<file path="src/rtl/ram_port_arbiter_if.sv">
// Bundle of the two requester channels and the shared RAM port seen by ram_port_arbiter.
// The slave modport is the arbiter's view; master is the requesters-plus-RAM side.
interface ram_port_arbiter_if #(
    parameter int DATA_WIDTH = 32,
    parameter int ADDR_WIDTH = 10
);
    logic                  r0_valid;
    logic                  r0_ready;
    logic                  r0_we;
    logic [ADDR_WIDTH-1:0] r0_addr;
    logic [DATA_WIDTH-1:0] r0_wdata;
    logic                  r0_rvalid;
    logic [DATA_WIDTH-1:0] r0_rdata;

    logic                  r1_valid;
    logic                  r1_ready;
    logic                  r1_we;
    logic [ADDR_WIDTH-1:0] r1_addr;
    logic [DATA_WIDTH-1:0] r1_wdata;
    logic                  r1_rvalid;
    logic [DATA_WIDTH-1:0] r1_rdata;

    logic                  ram_en;
    logic                  ram_we;
    logic [ADDR_WIDTH-1:0] ram_addr;
    logic [DATA_WIDTH-1:0] ram_din;
    logic [DATA_WIDTH-1:0] ram_dout;

    modport slave (
        input  r0_valid, r0_we, r0_addr, r0_wdata,
        output r0_ready, r0_rvalid, r0_rdata,
        input  r1_valid, r1_we, r1_addr, r1_wdata,
        output r1_ready, r1_rvalid, r1_rdata,
        output ram_en, ram_we, ram_addr, ram_din,
        input  ram_dout
    );

    modport master (
        output r0_valid, r0_we, r0_addr, r0_wdata,
        input  r0_ready, r0_rvalid, r0_rdata,
        output r1_valid, r1_we, r1_addr, r1_wdata,
        input  r1_ready, r1_rvalid, r1_rdata,
        input  ram_en, ram_we, ram_addr, ram_din,
        output ram_dout
    );
endinterface

</file>
<file path="src/rtl/ram_port_arbiter.sv">
// Two-requester round-robin arbiter with bounded burst lock in front of one RAM port
// (0 = DMA loader, 1 = compute engine); routes 1-cycle-latency read data back to the issuer.
module ram_port_arbiter #(
    parameter int DATA_WIDTH = 32,
    parameter int ADDR_WIDTH = 10,
    parameter int MAX_BURST  = 4
) (
    input logic clk,
    input logic rst,
    ram_port_arbiter_if.slave bus
);
    localparam int CNT_W = (MAX_BURST > 1) ? $clog2(MAX_BURST) : 1;
    localparam logic [CNT_W-1:0] BURST_LIMIT = CNT_W'(MAX_BURST - 1);

    logic [1:0]            req_valid;
    logic [1:0]            req_we;
    logic [ADDR_WIDTH-1:0] req_addr  [2];
    logic [DATA_WIDTH-1:0] req_wdata [2];
    logic [1:0]            gnt_vec;
    logic [1:0]            rvalid_vec;

    logic             last_gnt_reg,   last_gnt_next;
    logic [CNT_W-1:0] burst_cnt_reg,  burst_cnt_next;
    logic             burst_live_reg, burst_live_next;
    logic             rd_pend_reg,    rd_pend_next;
    logic             rd_id_reg,      rd_id_next;

    logic gnt_valid;
    logic gnt_id;
    logic locked;

    assign req_valid    = {bus.r1_valid, bus.r0_valid};
    assign req_we       = {bus.r1_we, bus.r0_we};
    assign req_addr[0]  = bus.r0_addr;
    assign req_addr[1]  = bus.r1_addr;
    assign req_wdata[0] = bus.r0_wdata;
    assign req_wdata[1] = bus.r1_wdata;

    // The lock only holds while a burst is actually running; fresh contention after
    // reset or an idle cycle is plain round-robin, so requester 0 wins first out of reset.
    always_comb begin
        gnt_valid = 1'b0;
        gnt_id    = 1'b0;
        locked    = burst_live_reg && (burst_cnt_reg < BURST_LIMIT);
        if (!rst) begin
            case (req_valid)
                2'b01: begin
                    gnt_valid = 1'b1;
                    gnt_id    = 1'b0;
                end
                2'b10: begin
                    gnt_valid = 1'b1;
                    gnt_id    = 1'b1;
                end
                2'b11: begin
                    gnt_valid = 1'b1;
                    gnt_id    = locked ? last_gnt_reg : ~last_gnt_reg;
                end
                default: begin
                    gnt_valid = 1'b0;
                    gnt_id    = 1'b0;
                end
            endcase
        end
    end

    always_comb begin
        last_gnt_next   = last_gnt_reg;
        burst_cnt_next  = '0;
        burst_live_next = 1'b0;
        rd_pend_next    = 1'b0;
        rd_id_next      = rd_id_reg;
        if (gnt_valid) begin
            last_gnt_next   = gnt_id;
            burst_live_next = 1'b1;
            // A lone holder saturates at the limit so it yields as soon as the other asks.
            if (gnt_id == last_gnt_reg) begin
                burst_cnt_next = (burst_cnt_reg == BURST_LIMIT) ? burst_cnt_reg
                                                                : burst_cnt_reg + 1'b1;
            end
            if (!req_we[gnt_id]) begin
                rd_pend_next = 1'b1;
                rd_id_next   = gnt_id;
            end
        end
    end

    always_ff @(posedge clk) begin
        if (rst) begin
            last_gnt_reg   <= 1'b1;
            burst_cnt_reg  <= '0;
            burst_live_reg <= 1'b0;
            rd_pend_reg    <= 1'b0;
            rd_id_reg      <= 1'b0;
        end else begin
            last_gnt_reg   <= last_gnt_next;
            burst_cnt_reg  <= burst_cnt_next;
            burst_live_reg <= burst_live_next;
            rd_pend_reg    <= rd_pend_next;
            rd_id_reg      <= rd_id_next;
        end
    end

    genvar gi;
    generate
        for (gi = 0; gi < 2; gi++) begin : g_req
            assign gnt_vec[gi]    = gnt_valid && (gnt_id == 1'(gi));
            assign rvalid_vec[gi] = rd_pend_reg && (rd_id_reg == 1'(gi));
        end
    endgenerate

    assign bus.r0_ready  = gnt_vec[0];
    assign bus.r1_ready  = gnt_vec[1];
    assign bus.r0_rvalid = rvalid_vec[0];
    assign bus.r1_rvalid = rvalid_vec[1];
    assign bus.r0_rdata  = bus.ram_dout;
    assign bus.r1_rdata  = bus.ram_dout;

    assign bus.ram_en   = gnt_valid;
    assign bus.ram_we   = gnt_valid && req_we[gnt_id];
    assign bus.ram_addr = gnt_valid ? req_addr[gnt_id]  : '0;
    assign bus.ram_din  = gnt_valid ? req_wdata[gnt_id] : '0;
endmodule
</file>
<file path="src/flat_wrapper.sv">
// flat-port wrapper written by rule: the top's interface ports become plain ports
module ram_port_arbiter_flat 
#(
    parameter int DATA_WIDTH = 32,
    parameter int ADDR_WIDTH = 10,
    parameter int MAX_BURST  = 4
)
  (clk, rst, bus_r0_valid, bus_r0_we, bus_r0_addr, bus_r0_wdata, bus_r0_ready, bus_r0_rvalid, bus_r0_rdata, bus_r1_valid, bus_r1_we, bus_r1_addr, bus_r1_wdata, bus_r1_ready, bus_r1_rvalid, bus_r1_rdata, bus_ram_en, bus_ram_we, bus_ram_addr, bus_ram_din, bus_ram_dout);
  ram_port_arbiter_if #(.DATA_WIDTH(DATA_WIDTH), .ADDR_WIDTH(ADDR_WIDTH)) bus_i ();
  input logic clk;
  input logic rst;
  input wire logic [$bits(bus_i.r0_valid)-1:0] bus_r0_valid;
  input wire logic [$bits(bus_i.r0_we)-1:0] bus_r0_we;
  input wire logic [$bits(bus_i.r0_addr)-1:0] bus_r0_addr;
  input wire logic [$bits(bus_i.r0_wdata)-1:0] bus_r0_wdata;
  output wire logic [$bits(bus_i.r0_ready)-1:0] bus_r0_ready;
  output wire logic [$bits(bus_i.r0_rvalid)-1:0] bus_r0_rvalid;
  output wire logic [$bits(bus_i.r0_rdata)-1:0] bus_r0_rdata;
  input wire logic [$bits(bus_i.r1_valid)-1:0] bus_r1_valid;
  input wire logic [$bits(bus_i.r1_we)-1:0] bus_r1_we;
  input wire logic [$bits(bus_i.r1_addr)-1:0] bus_r1_addr;
  input wire logic [$bits(bus_i.r1_wdata)-1:0] bus_r1_wdata;
  output wire logic [$bits(bus_i.r1_ready)-1:0] bus_r1_ready;
  output wire logic [$bits(bus_i.r1_rvalid)-1:0] bus_r1_rvalid;
  output wire logic [$bits(bus_i.r1_rdata)-1:0] bus_r1_rdata;
  output wire logic [$bits(bus_i.ram_en)-1:0] bus_ram_en;
  output wire logic [$bits(bus_i.ram_we)-1:0] bus_ram_we;
  output wire logic [$bits(bus_i.ram_addr)-1:0] bus_ram_addr;
  output wire logic [$bits(bus_i.ram_din)-1:0] bus_ram_din;
  input wire logic [$bits(bus_i.ram_dout)-1:0] bus_ram_dout;
  assign bus_i.r0_valid = bus_r0_valid;
  assign bus_i.r0_we = bus_r0_we;
  assign bus_i.r0_addr = bus_r0_addr;
  assign bus_i.r0_wdata = bus_r0_wdata;
  assign bus_r0_ready = bus_i.r0_ready;
  assign bus_r0_rvalid = bus_i.r0_rvalid;
  assign bus_r0_rdata = bus_i.r0_rdata;
  assign bus_i.r1_valid = bus_r1_valid;
  assign bus_i.r1_we = bus_r1_we;
  assign bus_i.r1_addr = bus_r1_addr;
  assign bus_i.r1_wdata = bus_r1_wdata;
  assign bus_r1_ready = bus_i.r1_ready;
  assign bus_r1_rvalid = bus_i.r1_rvalid;
  assign bus_r1_rdata = bus_i.r1_rdata;
  assign bus_ram_en = bus_i.ram_en;
  assign bus_ram_we = bus_i.ram_we;
  assign bus_ram_addr = bus_i.ram_addr;
  assign bus_ram_din = bus_i.ram_din;
  assign bus_i.ram_dout = bus_ram_dout;
  ram_port_arbiter #(.DATA_WIDTH(DATA_WIDTH), .ADDR_WIDTH(ADDR_WIDTH), .MAX_BURST(MAX_BURST)) u_core (.clk(clk), .rst(rst), .bus(bus_i));
endmodule
</file>
<file path="config.mk">
export PLATFORM = sky130hd
export DESIGN_NAME = ram_port_arbiter_flat
export DESIGN_NICKNAME = d
export VERILOG_FILES = /design/src/rtl/ram_port_arbiter_if.sv /design/src/rtl/ram_port_arbiter.sv /design/src/flat_wrapper.sv
export SDC_FILE = /design/constraint.sdc
export NUM_CORES = 1
export LEC_CHECK = 0
export ABC_AREA = 1
export CAP_MARGIN = 20
export CELL_PAD_IN_SITES_DETAIL_PLACEMENT = 0
export CELL_PAD_IN_SITES_GLOBAL_PLACEMENT = 1
export CORE_MARGIN = 8
export CORE_UTILIZATION = 11
export DETAILED_ROUTE_END_ITERATION = 10
export HOLD_SLACK_MARGIN = 0.15
export PLACE_DENSITY_LB_ADDON = 0.1
export SLEW_MARGIN = 40
export SYNTH_ARGS = -nofsm -noshare
export SYNTH_HDL_FRONTEND = slang
export SYNTH_SLANG_ARGS = --single-unit
export TNS_END_PERCENT = 5
</file>
<file path="constraint.sdc">
create_clock -name clk -period 1.6 [get_ports clk]
set_input_delay 0.16 -clock clk [delete_from_list [all_inputs] [get_ports clk]]
set_output_delay 0.16 -clock clk [all_outputs]
set_load 0.02 [all_outputs]
</file>
==> results_dict.tcl <==
set metrics [dict create \
    area_growth_pct 113 \
    holdWs_ns 0.320 \
    num_vias 1661 \
    ys_seq_area_share_pct 8.84 \
    synth-seq-cells 6 \
    r2r_cells 11 \
    period_minus_slack_ns 1.84 \
    critical_path.max_stage_delay_ns 0.33 \
    die_y_um 127 \
    ioPinCount 234 \
    cpMostUsedCell "nand2_1" \
    p_seq_share_pct 11.7 \
    dpl.hpwl_mm 5.15 \
    fin_crit_sh_pct 115 \
    critical-path-slowest-cell "dfxtp_2" \
    largest_reg_flops 2 \
    p_int_mw 0.985 \
    hold_viol_final 0 \
    finClkSkew_ns 0.00249 \
    finalSetupTns_ns -9.62 \
    place_inst 489 \
    antenna_found_initial 0 \
    grt_pass1_wl_mm 9.98 \
    finalInstanceArea_um2 2890 \
    layout.cells.non_filler 502 \
    path_class "reg -> out" \
    setup.worst_path.start_class "flip-flop" \
    clock.fmax_mhz 543 \
    drive_gt1_share_pct 28.7 \
    critical_path.cell_chain "ha_4 > inv_2 > nand2_1 > nand2_1 > nand3_2 > nand2_2 > nand2_2 > inv_4 > buf_12 > clkbuf_16 > nand2_1 > nand2_1 > buf_6" \
    p_leak_nw 1.36 \
    grt_use_total_pct 7.83 \
    initial_core_util_pct 11.3 \
    gr-total-overflow 0 \
    synthCells 242 \
    relSlewSlack_pct 85.4 \
    maxCapViolations 0 \
    clock-sinks 6 \
    wl_per_cell_um 13.8 \
    clock_path_buffers 2 \
    switching_share_pct 31.6 \
    worst_slack_ns -0.243 \
    async_reset_ff_share_pct 0 \
    netlist_area_um2 1360 \
    required_ns 1.44 \
    violations "negative setup slack" \
    drtAntennaViolNets 0 \
    tightestPinTransition_ns 0.219 \
    root_buffer "clkbuf_16" \
    rows 40 \
    drtIter0Drc 22 \
    clkSlewWorstSetupHoldPaths_ns 0.03 \
    drt_first_pass_iters 4 \
    synth_edf_count 0 \
    cts_buffers 3 \
    cts_tree "yes" \
    grt_max_degree 14 \
    syn_nets 365 \
    status "finished with violations" \
    endpoint_kind "output port" \
    synth_warnings 0 \
    synthFlopType "dfxtp_1" \
    num_antenna_cells 0 \
    cellPowerDensity_nw_per_um2 498 \
    htree_num_levels 1 \
    viasPerCell 3.31 \
    core-area_um2 12100 \
    fin_nets 459 \
    dieArea_um2 16200 \
    setup_viol 45 \
    min_path_cells 0 \
    pwr-share-comb_pct 60.4 \
    dieWidth_um 127 \
    arrival_ns 1.68 \
    finish.utilization_pct 24.0 \
    slew_viol_final 0 \
    clock_power_share_pct 27.9 \
    rsz0062_at_grt "yes" \
    clock_latency_ns 0.23 \
    synth_cell_type_count 19 \
    vdd_drop_max_mv 0.405 \
    hold_buffers 0 \
    route.detailed.drc 0 \
    gp_congestion 0.672 \
    placed_area_um2 2540 \
    routed_wl_mm 6.95 \
    io_buffers 137 \
    grt_pass1_vias 1740 \
    min_path_type "in -> out" \
    avgSynthCellArea_um2 5.61 \
    p_switching_mw 0.456 \
    nFillCells 1333 \
    cp_max_fo 6 \
]
[through the flow]
stage / worst slack [ns] / power (mW)
finish: -0.243 / 1.44
global route: -0.351 / 1.53
CTS: -0.296 / 1.45
detailed placement: -0.623 / 0.925
global placement: -0.630 / 0.932
floorplan: 0.00214 / 0.685
[cell usage in the layout, fill, tap and decap left out, drive strengths merged, types with 3 or more instances in the layout]
cell,n
nand2,121
clkdlybuf4s50,91
buf,68
nor2,12
inv,12
o21ai,7
dfxtp,6
clkbuf,5
nand3,5
a21oi,3
[worst max-delay path: cells and delay by family, from the launching register on]
kind	cells	cell delay, ns
adders and majority gates	1	0.16
buffers and inverters	5	0.52
DFF	1	0.33
and+or+nand+nor	7	0.44
[power by group through the flow]
stage | combinational, mW | clock [mW] | sequential (mW)
floorplan | 0.517 | 0 | 0.168
global placement | 0.763 | 0 | 0.169
detailed placement | 0.756 | 0 | 0.169
CTS | 0.866 | 0.411 | 0.169
global route | 0.937 | 0.419 | 0.170
finish | 0.870 | 0.402 | 0.169
[Yosys cell counts (2+ instances only)]
cell     number  area share (%)
a21oi_1       3             1.1
buf_2         2            0.74
buf_4        64              35
buf_6         6             5.0
dfxtp_1       6             8.8
inv_1         8             2.2
inv_2         4             1.1
nand2_1     119              33
nand2_2       2            0.92
nand3_1       3             1.1
nor2_1       12             3.3
o21ai_0       6             2.2
[final timing paths]
path	start	endpoint	slack, ns
max	u_core.burst_cnt_reg[1]	bus_ram_din[17]	-0.24
min	bus_ram_dout[2]	bus_r1_rdata[2]	0.32
max reg2reg	u_core.burst_cnt_reg[1]	u_core.rd_id_reg	0.17
min reg2reg	u_core.rd_id_reg	u_core.rd_id_reg	0.47
[per-layer routing]
layer,share of wire (%),vias up,global-route usage [%]
li1,-,854,-
met1,40,682,8.79
met2,46,113,12.9
met3,12,12,4.03
met4,1.6,0,1.89
met5,0,-,0
[cells by family after synthesis]
| family | share of synthesized area, % |
|---|---|
| adders and majority gates | 0.921 |
| DFF | 8.84 |
| xor gates and xnor gates | 0.645 |
| and+or+nand+nor | 40.7 |
| buffers and inverters | 44.4 |
| AOI/OAI and AO/OA | 4.51 |
[layout make-up]
type / count / area (um^2) / area share (%)
tap: 168 / 210 / 7.27
multi-input combinational: 152 / 674 / 23.3
timing repair buffer: 161 / 1750 / 60.6
sequential: 6 / 123 / 4.24
clock buffer: 3 / 75.1 / 2.60
inverter: 12 / 57.6 / 1.99
[timing repair]
item                       CTS  global route
cloned                       4             1
buffers inserted             6             0
gates resized for setup    281            16
setup endpoints to repair   46            46
pin swaps                    5             6
hold endpoints to repair     0             0
(Power assumes the default switching activity.)
